**src/rtl/prio_arbiter_if.sv**
```systemverilog
// rtl/prio_arbiter_if.sv - request/grant bundle between requesters, arbiter and grant consumer
//
// Purpose: groups the arbiter's request inputs and its valid/ready grant stream.
// Signals:
//   mode          0 = fixed priority (index N-1 highest), 1 = round-robin
//   req[N]        request vector, bit i = requester i wants a grant
//   grant_valid   a grant is being presented
//   grant_ready   consumer accepts the grant this cycle
//   grant_idx     binary index of the granted requester
//   grant_onehot  one-hot form of the granted requester
//   busy          a grant is pending acceptance
// Modports: master = arbiter side (drives the grant), slave = requester/consumer side.
interface prio_arbiter_if #(
    parameter int N     = 8,
    parameter int IDX_W = 3
);
    logic             mode;
    logic [N-1:0]     req;
    logic             grant_valid;
    logic             grant_ready;
    logic [IDX_W-1:0] grant_idx;
    logic [N-1:0]     grant_onehot;
    logic             busy;

    modport master (
        input  mode, req, grant_ready,
        output grant_valid, grant_idx, grant_onehot, busy
    );

    modport slave (
        output mode, req, grant_ready,
        input  grant_valid, grant_idx, grant_onehot, busy
    );
endinterface

```
**src/rtl/prio_arbiter.sv**
```systemverilog
// rtl/prio_arbiter.sv - registered fixed-priority / round-robin arbiter with valid/ready grant
//
// Purpose: picks one of N requesters (highest index in fixed mode, descending
// rotating search from ptr in round-robin mode), registers the winner and holds
// it until the consumer accepts it. One idle cycle follows every handshake.
// Ports:
//   clk    system clock, rising edge
//   rst_n  asynchronous active-low reset
//   bus    prio_arbiter_if.master (mode, req, grant_ready in; grant_valid,
//          grant_idx, grant_onehot, busy out)
module prio_arbiter #(
    parameter int N     = 8,
    parameter int IDX_W = 3
) (
    input  logic             clk,
    input  logic             rst_n,
    prio_arbiter_if.master   bus
);
    typedef enum logic {IDLE, HOLD} state_t;

    state_t           state_q, state_d;
    logic [IDX_W-1:0] idx_q, idx_d;
    logic [N-1:0]     onehot_q, onehot_d;
    logic [IDX_W-1:0] ptr_q, ptr_d;
    logic             rr_q, rr_d;

    logic [N-1:0]     low_mask;
    logic [N-1:0]     low_req;
    logic [IDX_W-1:0] win_all;
    logic [IDX_W-1:0] win_low;
    logic [IDX_W-1:0] win_idx;

    function automatic logic [IDX_W-1:0] highest(input logic [N-1:0] v);
        highest = '0;
        for (int i = 0; i < N; i++) begin
            if (v[i]) highest = IDX_W'(i);
        end
    endfunction

    // Round-robin descends from ptr and wraps to N-1, which is the same as:
    // highest set bit at or below ptr if there is one, otherwise highest set
    // bit overall. When ptr = N-1 the shift overflows to zero and the mask
    // becomes all ones, which is exactly the wanted behaviour.
    always_comb begin
        low_mask = (N'(2) << ptr_q) - N'(1);
        low_req  = bus.req & low_mask;
        win_all  = highest(bus.req);
        win_low  = highest(low_req);
        if (bus.mode && (|low_req)) win_idx = win_low;
        else                        win_idx = win_all;
    end

    always_comb begin
        state_d  = state_q;
        idx_d    = idx_q;
        onehot_d = onehot_q;
        ptr_d    = ptr_q;
        rr_d     = rr_q;
        if (state_q == IDLE) begin
            if (|bus.req) begin
                state_d  = HOLD;
                idx_d    = win_idx;
                onehot_d = N'(1) << win_idx;
                rr_d     = bus.mode;
            end
        end else begin
            if (bus.grant_ready) begin
                state_d  = IDLE;
                onehot_d = '0;
                // The mode captured with the grant decides whether ptr moves,
                // so mode changes during HOLD cannot disturb the rotation.
                if (rr_q) begin
                    ptr_d = (idx_q == '0) ? IDX_W'(N - 1) : idx_q - 1'b1;
                end
            end
        end
    end

    always_ff @(posedge clk or negedge rst_n) begin
        if (!rst_n) begin
            state_q  <= IDLE;
            idx_q    <= '0;
            onehot_q <= '0;
            ptr_q    <= IDX_W'(N - 1);
            rr_q     <= 1'b0;
        end else begin
            state_q  <= state_d;
            idx_q    <= idx_d;
            onehot_q <= onehot_d;
            ptr_q    <= ptr_d;
            rr_q     <= rr_d;
        end
    end

    assign bus.grant_valid  = (state_q == HOLD);
    assign bus.busy         = (state_q == HOLD);
    assign bus.grant_idx    = idx_q;
    assign bus.grant_onehot = onehot_q;
endmodule

```
**src/flat_wrapper.sv**
```systemverilog
// flat-port wrapper written by rule: the top's interface ports become plain ports
module prio_arbiter_flat 
#(
    parameter int N     = 8,
    parameter int IDX_W = 3
)
  (clk, rst_n, bus_mode, bus_req, bus_grant_ready, bus_grant_valid, bus_grant_idx, bus_grant_onehot, bus_busy);
  prio_arbiter_if #(.N(N), .IDX_W(IDX_W)) bus_i ();
  input  logic clk;
  input  logic rst_n;
  input wire logic [$bits(bus_i.mode)-1:0] bus_mode;
  input wire logic [$bits(bus_i.req)-1:0] bus_req;
  input wire logic [$bits(bus_i.grant_ready)-1:0] bus_grant_ready;
  output wire logic [$bits(bus_i.grant_valid)-1:0] bus_grant_valid;
  output wire logic [$bits(bus_i.grant_idx)-1:0] bus_grant_idx;
  output wire logic [$bits(bus_i.grant_onehot)-1:0] bus_grant_onehot;
  output wire logic [$bits(bus_i.busy)-1:0] bus_busy;
  assign bus_i.mode = bus_mode;
  assign bus_i.req = bus_req;
  assign bus_i.grant_ready = bus_grant_ready;
  assign bus_grant_valid = bus_i.grant_valid;
  assign bus_grant_idx = bus_i.grant_idx;
  assign bus_grant_onehot = bus_i.grant_onehot;
  assign bus_busy = bus_i.busy;
  prio_arbiter #(.N(N), .IDX_W(IDX_W)) u_core (.clk(clk), .rst_n(rst_n), .bus(bus_i));
endmodule
```
**config.mk**
```make
export PLATFORM = sky130hd
export DESIGN_NAME = prio_arbiter_flat
export DESIGN_NICKNAME = d
export VERILOG_FILES = /design/src/rtl/prio_arbiter_if.sv /design/src/rtl/prio_arbiter.sv /design/src/flat_wrapper.sv
export SDC_FILE = /design/constraint.sdc
export NUM_CORES = 1
export LEC_CHECK = 0
export ABC_AREA = 1
export ABC_CLOCK_PERIOD_IN_PS = 2800
export BUFFER_PORTS_ARGS = -buffer_cell sky130_fd_sc_hd__buf_2
export CAP_MARGIN = 20
export CORE_UTILIZATION = 55
export CTS_BUF_LIST = sky130_fd_sc_hd__clkbuf_8
export DETAILED_ROUTE_END_ITERATION = 12
export GPL_TIMING_DRIVEN = 0
export PLACE_DENSITY = 0.81
export RECOVER_POWER = 100
export SETUP_SLACK_MARGIN = 0.4
export SLEW_MARGIN = 40
export SYNTH_ARGS = -nofsm -noshare
export SYNTH_HDL_FRONTEND = slang
export SYNTH_SLANG_ARGS = --single-unit
```
**constraint.sdc**
```tcl
create_clock -name clk -period 2.8 [get_ports clk]
set_input_delay 0.42 -clock clk [delete_from_list [all_inputs] [get_ports clk]]
set_output_delay 0.42 -clock clk [all_outputs]
set_load 0.02 [all_outputs]
```
# After elaboration in Yosys (flattened, before gate mapping)
# Cells that the tools add are included.
[op_classes]
n_mux = 22
n_shift = 2
bitwise = 2
addsub = 2
eq_ne = 1
reduce_logical = 8
[ops]
columns = ["op", "count"]
rows = [
  ["two-way mux 3 bit", 12],
  ["two-way mux 8 bit", 3],
  ["OR reduction 8 bit", 2],
  ["AND 8 bit", 1],
  ["left shift 1 x 3 -> 8 bit, first input constant", 1],
  ["left shift 2 x 3 -> 8 bit, first input constant", 1],
  ["subtractor 8 x 2 -> 8 bit, second input constant", 1],
  ["two-way mux 1 bit", 5],
  ["two-way mux 2 bit", 2],
  ["AND reduction 2 bit", 2],
  ["zero test 3 bit", 1],
  ["AND reduction 3 bit", 1],
  ["subtractor 3 x 1 -> 3 bit, second input constant", 1],
  ["inequality test 2 bit, second input constant", 1],
  ["nonzero test 2 bit", 1],
  ["logical AND 1 bit", 1],
  ["inverter 1 bit", 1],
]
[word_totals]
regBits = 16
inputBits = 12

# Depth between registers and ports, before layout
# Gate-level depths: netlist of run 1.
[depth]
depth_word = 14
ltp_mapped = 17
ltp_nobuf = 16

# Worst setup path before layout of run 1
# No wires, ideal clock.
[synth_path]
path_kind = "flip-flop to flip-flop"
startpoint = "register u_core.ptr_q[2]"
endpoint = "register u_core.onehot_q[4] (netlist: u_core.bus.grant_onehot[4])"
stages_incl_launch_ff = 18
slack_ps = 807
arrival_ps = 1876
setup_time_ps = 116
period_less_slack_ps = 1993
path_buffers = 1
cell_sequence = "dfstp_2 > buf_6 > nor2_1 > nand2_1 > ha_1 > inv_1 > nand3_1 > nand2_1 > nand2_2 > nand2_4 > nor2_4 > nand2_4 > nand2_4 > nand2_2 > nand2_4 > nor2_2 > nand2_1 > nand2_1"
[synth_via]
elab_chain_len = 14
elab_cells_between_ends = 16
[synth_rtl]
columns = ["element", "line", "rtl"]
rows = [
  ["start: declaration", "prio_arbiter.sv:24", "logic [IDX_W-1:0] ptr_q, ptr_d;"],
  ["start signal: assignment", "prio_arbiter.sv:84", "ptr_q <= IDX_W'(N - 1);"],
  ["start signal: assignment", "prio_arbiter.sv:90", "ptr_q <= ptr_d;"],
  ["left shift 2 x 3 -> 8 bit *", "prio_arbiter.sv:45", "low_mask = (N'(2) << ptr_q) - N'(1);"],
  ["subtractor 8 x 2 -> 8 bit *", "prio_arbiter.sv:45", ""],
  ["AND 8 bit *", "prio_arbiter.sv:46", "low_req = bus.req & low_mask;"],
  ["two-way mux 1 bit", "prio_arbiter.sv:36", "if (v[i]) highest = IDX_W'(i);"],
  ["two-way mux 2 bit (2 in series)", "prio_arbiter.sv:36", ""],
  ["two-way mux 3 bit (4 in series)", "prio_arbiter.sv:36", ""],
  ["two-way mux 3 bit *", "prio_arbiter.sv:49", "if (bus.mode && (|low_req)) win_idx = win_low;"],
  ["left shift 1 x 3 -> 8 bit *", "prio_arbiter.sv:63", "onehot_d = N'(1) << win_idx;"],
  ["two-way mux 8 bit *", "prio_arbiter.sv:60", "if (|bus.req) begin"],
  ["two-way mux 8 bit *", "prio_arbiter.sv:59", "if (state_q == IDLE) begin"],
  ["end signal: assignment", "prio_arbiter.sv:89", "onehot_q <= onehot_d;"],
  ["end: declaration", "prio_arbiter.sv:23", "logic [N-1:0] onehot_q, onehot_d;"],
]
# Mark *: on every way between the ends. The rest lies on a longest branch, timed or not. The select of a mux whose other input is x is not followed.
# A chain may end at the register's enable or synchronous reset.

# Worst setup path after layout of run 1
[layout_path]
startpoint = "register u_core.ptr_q[2]"
endpoint = "register u_core.onehot_q[6] (netlist: u_core.bus.grant_onehot[6])"
# Same word-level chain as after synthesis.

==> impl_metrics.py, run 1 <==
metrics = {
    "detailed_routing": {
        "wire_per_inst_um": 11.04,
        "met2_length_mm": 1.091,
        "wl_met3_um": 57,
        "wl_met1_mm": 1.139,
        "first_pass_iters": 4,
        "drtIter0Drc": 22,
        "wirelength_mm": 2.308,
        "topRoutingLayerUsed": "met4",
        "viasPerCell": 4.981,
        "postRouteAntennaNets": 0,
        "route.detailed.drc": 0,
        "vias": 1041,
    },
    "cells_and_area": {
        "layout-drive-gt1-share_pct": 23.91,
        "stdcell_count": 209,
        "final_cell_mix": "nand2_1 (56), inv_1 (16), nand3_1 (14), clkbuf_1 (14), dfrtp_1 (13)",
        "nFillCells": 161,
        "area_growth_pct": 15.50,
        "fin_nets": 200,
        "diodes": 0,
        "layout_commonest_cell": "nand2_1",
    },
    "floorplan": {
        "die-area_um2": 2225,
        "die_width_um": 47.17,
        "die_h_um": 47.17,
        "coreArea_um2": 1821,
        "start_util_pct": 61.65,
        "io_pins": 25,
        "rows": 15,
    },
    "synth": {
        "synth.area.top_cells": "dfrtp_1 (29%), nand2_1 (18%), dfstp_2 (7.0%), nand3_1 (6.2%), inv_1 (5.4%)",
        "syn-num-nets": 171,
        "yosysWarnings": 0,
        "syn_area_um2": 1122,
        "synth_seq_cells": 16,
        "seq_area_frac_synth_pct": 36.01,
        "avgSynthCellArea_um2": 7.194,
        "netlist.top_cell.by_area": "dfrtp_1",
        "netlist_instances": 156,
        "synth_top_area_share_pct": 28.99,
        "synth_cell_types": 22,
    },
    "critical_path": {
        "slowest_stage": "dfstp_2",
        "cpMostUsedCell": "nand2_1",
        "cp_top_family": "simple AND/OR/NAND/NOR gates",
        "timing.critical_path.buf_inv": 2,
        "worstSetupPathType": "flip-flop to flip-flop",
        "cp-end-kind": "flip-flop",
        "path_cells": "buf_6 > nor2_1 > nand2_1 > ha_1 > inv_1 > nand3_1 > nand2_1 > nand2_2 > nand2_4 > nor2_1 > nand2_4 > nand2_4 > nand2_1 > nand2_2 > nor2_2 > nand2_1 > nand2_1",
        "start_kind": "flip-flop",
        "cp_max_fo": 10,
        "arrival_ns": 2.56,
        "critPathMaxStageDelay_ns": 0.53,
        "cp.required_ns": 2.94,
    },
    "sta": {
        "max_freq_mhz": 413.6,
        "worstMarginPinSlew_ns": 0.8519,
        "setup_tns_ns": 0,
        "hold_viol": 0,
        "finalCritPeriodShare_pct": 86.36,
        "finalSetupViolCount": 0,
        "slew_violations": 0,
        "rsz0062_at_grt": "no",
        "period_minus_slack_ns": 2.418,
        "skew_ns": 0.001159,
        "slew_headroom_pct": 43.20,
        "timing.hold.ws_ns": 0.2575,
    },
    "min_path": {
        "min_path_type": "input pin to asynchronous set/reset pin",
    },
    "clock_tree": {
        "cts_buffers": 3,
        "cts_root_buf": "clkbuf_8",
        "clkTransAtPathRegs_ns": 0.06,
        "h-tree-depth": 1,
        "cts.path.max_buffers": 2,
        "cts.sink_count": 16,
        "cts_tree": "built",
        "clk_latency_ns": 0.24,
        "ctsHoldBuffers": 0,
    },
    "global_routing": {
        "grt_overflow": 0,
        "first_global_vias": 895,
        "grt_first_pass_wirelength_mm": 3.795,
        "grt_use_total_pct": 24.34,
        "grt_start_max_net_pins": 17,
        "antenna_found_initial": 0,
    },
    "power_and_ir_drop": {
        "max-vdd-ir-drop_mv": 0.6445,
        "design_power_total_uw": 1472,
        "p_leak_uw": 0.0007078,
        "p_per_area_nw_per_um2": 1135,
    },
    "placement": {
        "post-place-cells": 205,
        "post-dp-hpwl_mm": 1.776,
        "routabilityCongestion": 0.8835,
        "io_buffers": 24,
    },
    "job": {
        "cap_violations": 0,
    },
    "status": {
        "status": "completed",
    },
}
cell usage after synthesis (all sizes together):
cell / number
nand2: 67
inv: 20
nand3: 15
dfrtp: 13
nor2: 13
o21ai: 8
a21oi: 5
buf: 3
dfstp: 3
ha: 3
nor3: 3
nand4: 2
o21bai: 1
sequential cells by signal (all words and copies together), names as in the netlist:
signal	count
u_core.ptr_q	3
u_core.rr_q	1
u_core.bus.grant_idx	3
u_core.bus.grant_onehot	8
u_core.bus.busy	1
where the power goes:
part	leakage (µW)	internal, µW	total [µW]	switching (µW)
Sequential	0.000198	341	394	53.2
Combinational	0.000481	278	875	597
Clock	0.0000288	125	203	78.0
per-stage QoR:
stage | setup slack (ns) | util, % | area, µm²
5_1_grt | 0.2161 | 71.20 | 1296
3_5_place_dp | 0.5937 | 69.97 | 1274
2_1_floorplan | 0.8072 | - | 1122
4_1_cts | 0.5691 | 72.99 | 1329
6_report | 0.3820 | 71.20 | 1296
3_3_place_gp | 0.6475 | 69.97 | 1274
layer usage:
metal	vias up	GRT usage, %
met1	474	34.12
met4	0	8.000
met5	-	0
met3	4	2.308
li1	545	-
met2	18	39.44
worst reg2reg max path: cells and delay by family (launching register included):
| kind | cells | cell delay (ns) |
|---|---|---|
| and+or+nand+nor | 14 | 1.32 |
| DFF | 1 | 0.53 |
| adders and majority gates | 1 | 0.25 |
| buffers and inverters | 2 | 0.21 |
cell type report:
type	instances	area (µm²)	area share, %
inverter	20	77.57	5.985
multi-input combinational	117	595.6	45.95
clock buffer	4	55.05	4.247
timing repair buffer	24	102.6	7.915
sequential	16	404.1	31.18
buffer	3	30.03	2.317
tap	25	31.28	2.413
cells by family after synthesis:
group,Yosys count,synth area share [%]
fa+ha+maj,3,3.345
simple gates,100,44.59
buf+inv,23,9.588
flops,16,36.01
compound gates,14,6.466
path summary, 6_finish.rpt:
kind | start | end | slack (ns) | cells after the start
min | rst_n | u_core.bus.grant_onehot[5] | 0.26 | 1
max in group asynchronous | rst_n | u_core.bus.grant_onehot[0] | 2.02 | 1
min reg2reg | u_core.bus.grant_onehot[2] | u_core.bus.grant_onehot[2] | 0.48 | 2
min in group clk | bus_grant_ready | u_core.bus.busy | 0.36 | 2
max | u_core.ptr_q[2] | u_core.bus.grant_onehot[6] | 0.38 | 17
max reg2reg | u_core.ptr_q[2] | u_core.bus.grant_onehot[6] | 0.38 | 17
timing repair:
item                       4_1_cts  5_1_grt
setup endpoints to repair        0        3
setup buffers                    0        0
gates resized for setup          0        1
hold endpoints to repair         0        0
No activity file was read; power rests on OpenSTA's default activity.
==> run 2: changes to the inputs <==
==> constraint.sdc (replaced) <==
create_clock -name clk -period 2.8 [get_ports clk]
set_input_delay 0.28 -clock clk [delete_from_list [all_inputs] [get_ports clk]]
set_output_delay 0.28 -clock clk [all_outputs]
set_load 0.02 [all_outputs]
==> impl_metrics.py, run 2 (synthesis results as in run 1) <==
metrics = {
    "critical_path": {
        "timing.critical_path.buf_inv": 2,
        "cpMostUsedCell": "nand2_1",
        "worstSetupPathType": "flip-flop to flip-flop",
        "arrival_ns": 2.56,
        "cp-end-kind": "flip-flop",
        "cp_top_family": "simple AND/OR/NAND/NOR gates",
        "start_kind": "flip-flop",
        "critPathMaxStageDelay_ns": 0.53,
        "cp_max_fo": 10,
        "slowest_stage": "dfstp_2",
        "path_cells": "buf_6 > nor2_1 > nand2_1 > ha_1 > inv_1 > nand3_1 > nand2_1 > nand2_2 > nand2_4 > nor2_1 > nand2_4 > nand2_4 > nand2_1 > nand2_2 > nor2_2 > nand2_1 > nand2_1",
        "cp.required_ns": 2.94,
    },
    "min_path": {
        "min_path_type": "input pin to flip-flop",
    },
    "sta": {
        "timing.hold.ws_ns": 0.2232,
        "rsz0062_at_grt": "no",
        "finalSetupViolCount": 0,
        "max_freq_mhz": 413.2,
        "period_minus_slack_ns": 2.420,
        "setup_tns_ns": 0,
        "slew_headroom_pct": 42.79,
        "finalCritPeriodShare_pct": 86.43,
        "worstMarginPinSlew_ns": 0.8582,
        "hold_viol": 0,
        "skew_ns": 0.001366,
        "slew_violations": 0,
    },
    "global_routing": {
        "grt_first_pass_wirelength_mm": 3.815,
        "grt_use_total_pct": 24.50,
        "first_global_vias": 901,
        "grt_overflow": 0,
        "antenna_found_initial": 0,
        "grt_start_max_net_pins": 17,
    },
    "clock_tree": {
        "clk_latency_ns": 0.24,
        "cts_root_buf": "clkbuf_8",
        "h-tree-depth": 1,
        "cts.sink_count": 16,
        "clkTransAtPathRegs_ns": 0.06,
        "cts_setup_buffers": 0,
        "cts_buffers": 3,
        "cts.path.max_buffers": 2,
        "cts_tree": "built",
    },
    "detailed_routing": {
        "wire_per_inst_um": 11.10,
        "wirelength_mm": 2.332,
        "postRouteAntennaNets": 0,
        "vias": 1046,
        "route.detailed.drc": 0,
        "viasPerCell": 4.981,
        "drtIter0Drc": 22,
        "first_pass_iters": 4,
    },
    "status": {
        "status": "completed",
    },
    "floorplan": {
        "die_h_um": 47.17,
        "start_util_pct": 61.65,
        "coreArea_um2": 1821,
        "io_pins": 25,
        "die_width_um": 47.17,
        "die-area_um2": 2225,
        "rows": 15,
    },
    "cells_and_area": {
        "multi_input_area_um2": 595.6,
        "final_cell_mix": "nand2_1 (56), inv_1 (16), nand3_1 (14), clkbuf_1 (14), dfrtp_1 (13)",
        "area_growth_pct": 16.39,
        "largest_register_ffs": 8,
        "fin_nets": 201,
        "nFillCells": 160,
        "layout_commonest_cell": "nand2_1",
        "seq_area_um2": 404.1,
        "stdcell_count": 210,
        "diodes": 0,
        "layout-drive-gt1-share_pct": 23.78,
    },
    "placement": {
        "post-dp-hpwl_mm": 1.776,
        "post-place-cells": 205,
        "io_buffers": 24,
        "routabilityCongestion": 0.8835,
    },
    "power_and_ir_drop": {
        "max-vdd-ir-drop_mv": 0.6452,
        "p_leak_uw": 0.0007120,
        "p_per_area_nw_per_um2": 1128,
    },
    "job": {
        "cap_violations": 0,
    },
}
==> run 2: cell types whose count changed in the layout (fill, tap and decap cells not counted) <==
cell           change
dlygate4sd3_1      +1
==> run 2: path summary, 6_finish.rpt <==
kind                                            start                    endpoint  slack [ns]  depth (start not counted)
setup / recovery                      u_core.ptr_q[2]  u_core.bus.grant_onehot[6]        0.38                         17
hold / removal                        bus_grant_ready             u_core.bus.busy        0.22                          2
setup reg to reg                      u_core.ptr_q[2]  u_core.bus.grant_onehot[6]        0.38                         17
hold reg to reg            u_core.bus.grant_onehot[2]  u_core.bus.grant_onehot[2]        0.48                          2
max in group asynchronous                       rst_n  u_core.bus.grant_onehot[0]        1.61                          2
min in group asynchronous                       rst_n  u_core.bus.grant_onehot[5]        0.66                          2
==> run 2: timing repair <==
action,CTS,global route
hold endpoints to repair,13,0
hold buffers,1,0
resized for setup,0,1
setup endpoints to repair,0,3
==> run 2: cell type report <==
cell class | count | area share [%]
buffer | 3 | 2.299
clock buffer | 4 | 4.215
inverter | 20 | 5.939
multi-input combinational | 117 | 45.59
sequential | 16 | 30.94
tap | 25 | 2.395
timing repair buffer | 25 | 8.621
==> run 2: layer usage <==
| layer | up-vias | routed length [µm] | track usage, % |
|---|---|---|---|
| met5 | - | 0 | 0 |
| met4 | 0 | 20 | 8.000 |
| met3 | 4 | 56 | 2.308 |
| met2 | 18 | 1115 | 40.00 |
| met1 | 477 | 1140 | 34.12 |
| li1 | 547 | - | - |
==> run 2: where the power goes <==
group	total, µW	leakage (µW)	internal, µW	switching (µW)
Combinational	876	0.000485	279	597
Sequential	394	0.000198	341	53.2
Clock	203	0.0000288	125	78.2
==> run 2: through the flow <==
step	area, µm²	power, µW	setup WS (ns)	utilization, %
finish	1306	1473	0.3801	71.75
global route	1306	1618	0.2161	71.75
CTS	1339	1514	0.5691	73.54
detailed placement	1274	1300	0.5937	69.97
global placement	1274	1281	0.6475	69.97
floorplan	1122	1099	0.8072	-
==> run 3: changes to the inputs <==
CORE_UTILIZATION = 35   (was 55)
PLACE_DENSITY = not set   (was 0.81)
==> impl_metrics.py, run 3 (synthesis results as in run 1) <==
metrics = {
    "min_path": {
        "hold_depth": 2,
        "min_path_type": "input pin to flip-flop",
        "hold_end": "u_core.bus.busy",
        "hp-start": "bus_grant_ready",
    },
    "critical_path": {
        "cp.required_ns": 2.94,
        "arrival_ns": 2.46,
        "timing.critical_path.buf_inv": 2,
        "regToRegSetupSlack_ns": 0.48,
        "worstReg2RegEnd": "u_core.bus.grant_onehot[2]",
        "worstSetupPathType": "flip-flop to flip-flop",
        "rr_startpoint": "u_core.ptr_q[2]",
        "cp-end-kind": "flip-flop",
        "cpMostUsedCell": "nand2_1",
        "cp_top_family": "simple AND/OR/NAND/NOR gates",
        "path_cells": "buf_6 > nor2_1 > nand2_1 > ha_4 > inv_1 > nand3_1 > nand2_1 > nand2_2 > nand2_4 > nor2_1 > nand2_4 > nand2_4 > nand2_1 > nand2_1 > nor2_2 > nand2_1 > nand2_1",
        "start_kind": "flip-flop",
        "slowest_stage": "dfstp_2",
        "cp_max_fo": 10,
        "r2r_cells": 17,
        "critPathMaxStageDelay_ns": 0.52,
    },
    "cells_and_area": {
        "area_growth_pct": 18.95,
        "layout-drive-gt1-share_pct": 22.70,
        "fin_nets": 201,
        "diodes": 0,
        "largest_register_ffs": 8,
        "final_cell_mix": "nand2_1 (57), inv_1 (16), nand3_1 (14), clkbuf_1 (14), dfrtp_1 (13)",
        "layout_commonest_cell": "nand2_1",
        "final_util_pct": 43.73,
        "nFillCells": 339,
        "stdcell_count": 229,
    },
    "detailed_routing": {
        "drtIter0Drc": 31,
        "postRouteAntennaNets": 0,
        "wire_per_inst_um": 9.834,
        "route.detailed.drc": 2,
        "first_pass_iters": 8,
        "vias": 1026,
        "viasPerCell": 4.480,
        "wirelength_mm": 2.252,
    },
    "clock_tree": {
        "clkTransAtPathRegs_ns": 0.06,
        "cts.path.max_buffers": 2,
        "cts_buffers": 3,
        "cts_root_buf": "clkbuf_8",
        "clk_latency_ns": 0.25,
        "cts_tree": "built",
        "cts_setup_buffers": 0,
        "cts.sink_count": 16,
        "h-tree-depth": 1,
    },
    "sta": {
        "rsz0062_at_grt": "no",
        "skew_ns": 0.0007194,
        "setup_tns_ns": 0,
        "slew_violations": 0,
        "slew_headroom_pct": 44.06,
        "hold_viol": 0,
        "max_freq_mhz": 431.1,
        "period_minus_slack_ns": 2.320,
        "finalCritPeriodShare_pct": 82.85,
        "finalSetupViolCount": 0,
        "timing.hold.ws_ns": 0.2320,
        "worstMarginPinSlew_ns": 0.8391,
    },
    "placement": {
        "post-place-cells": 224,
        "io_buffers": 24,
        "routabilityCongestion": 0.8132,
        "post-dp-hpwl_mm": 1.842,
    },
    "job": {
        "cap_violations": 0,
    },
    "floorplan": {
        "coreArea_um2": 3053,
        "die_h_um": 58.63,
        "start_util_pct": 36.76,
        "rows": 20,
        "die_width_um": 58.63,
        "die-area_um2": 3437,
        "io_pins": 25,
    },
    "global_routing": {
        "grt_use_total_pct": 14.90,
        "grt_start_max_net_pins": 17,
        "first_global_vias": 945,
        "grt_first_pass_wirelength_mm": 3.988,
        "antenna_found_initial": 0,
        "grt_overflow": 0,
    },
    "power_and_ir_drop": {
        "max-vdd-ir-drop_mv": 0.3218,
        "design_power_total_uw": 1478,
        "p_leak_uw": 0.0007133,
        "p_per_area_nw_per_um2": 1107,
    },
    "status": {
        "violations": "design-rule violations",
        "status": "complete, but fails checks",
    },
}
-- run 3: final cells by class --
cell class	instances	area (µm²)	share of cell area, %
Clock buffer	4	55.05	4.124
Tap cell	44	55.05	4.124
Buffer	3	30.03	2.249
Inverter	20	77.57	5.811
Multi-Input combinational cell	117	600.6	44.99
Timing Repair Buffer	25	112.6	8.435
Sequential cell	16	404.1	30.27
-- run 3: layer usage --
layer / wire, µm / global-route usage [%] / vias to the layer above / share of wire [%]
met1: 1136 / 19.78 / 461 / 50
li1: - / - / 548 / -
met2: 1055 / 24.96 / 14 / 47
met4: 14 / 5.102 / 0 / 0.62
met5: 0 / 0 / - / 0
met3: 46 / 1.978 / 3 / 2.0
-- run 3: worst reg2reg max path, cell delays in order, from the launching register on --
cell and delay (ns):
dfstp_2 0.52, buf_6 0.13, nor2_1 0.06, nand2_1 0.13
ha_4 0.17, inv_1 0.05, nand3_1 0.06, nand2_1 0.07
nand2_2 0.11, nand2_4 0.06, nor2_1 0.27, nand2_4 0.11
nand2_4 0.09, nand2_1 0.05, nand2_1 0.16, nor2_2 0.07
nand2_1 0.06, nand2_1 0.04
-- run 3: timing repair --
action | CTS | global route
setup endpoints to repair | 0 | 6
endpoints found under the hold margin | 13 | 0
hold buffers | 1 | 0
resized for setup | 0 | 2
-- run 3: through the flow --
step / area (µm²) / worst slack, ns
after floorplan: 1122 / 0.8072
after global placement: 1297 / 0.6337
after detailed placement: 1297 / 0.5878
after CTS: 1363 / 0.5757
after global routing: 1335 / 0.2113
final: 1335 / 0.4803
-- run 3: worst max path at each step --
stage	from	end	slack, ns	depth (start not counted)
floorplan	u_core.ptr_q[2]	u_core.bus.grant_onehot[4]	0.81	17
global placement	u_core.ptr_q[2]	u_core.bus.grant_onehot[0]	0.63	17
detailed placement	u_core.ptr_q[2]	u_core.bus.grant_onehot[0]	0.59	17
CTS	u_core.ptr_q[2]	u_core.bus.grant_onehot[0]	0.58	17
global route	u_core.ptr_q[2]	u_core.bus.grant_onehot[7]	0.21	16
finish	u_core.ptr_q[2]	u_core.bus.grant_onehot[2]	0.48	17
-- run 3: where the power goes --
part           switching [µW]  internal [µW]  total (µW)
combinational             589            291         880
clock                    77.5            125         202
sequential               54.8            341         396
total                     721            756        1480
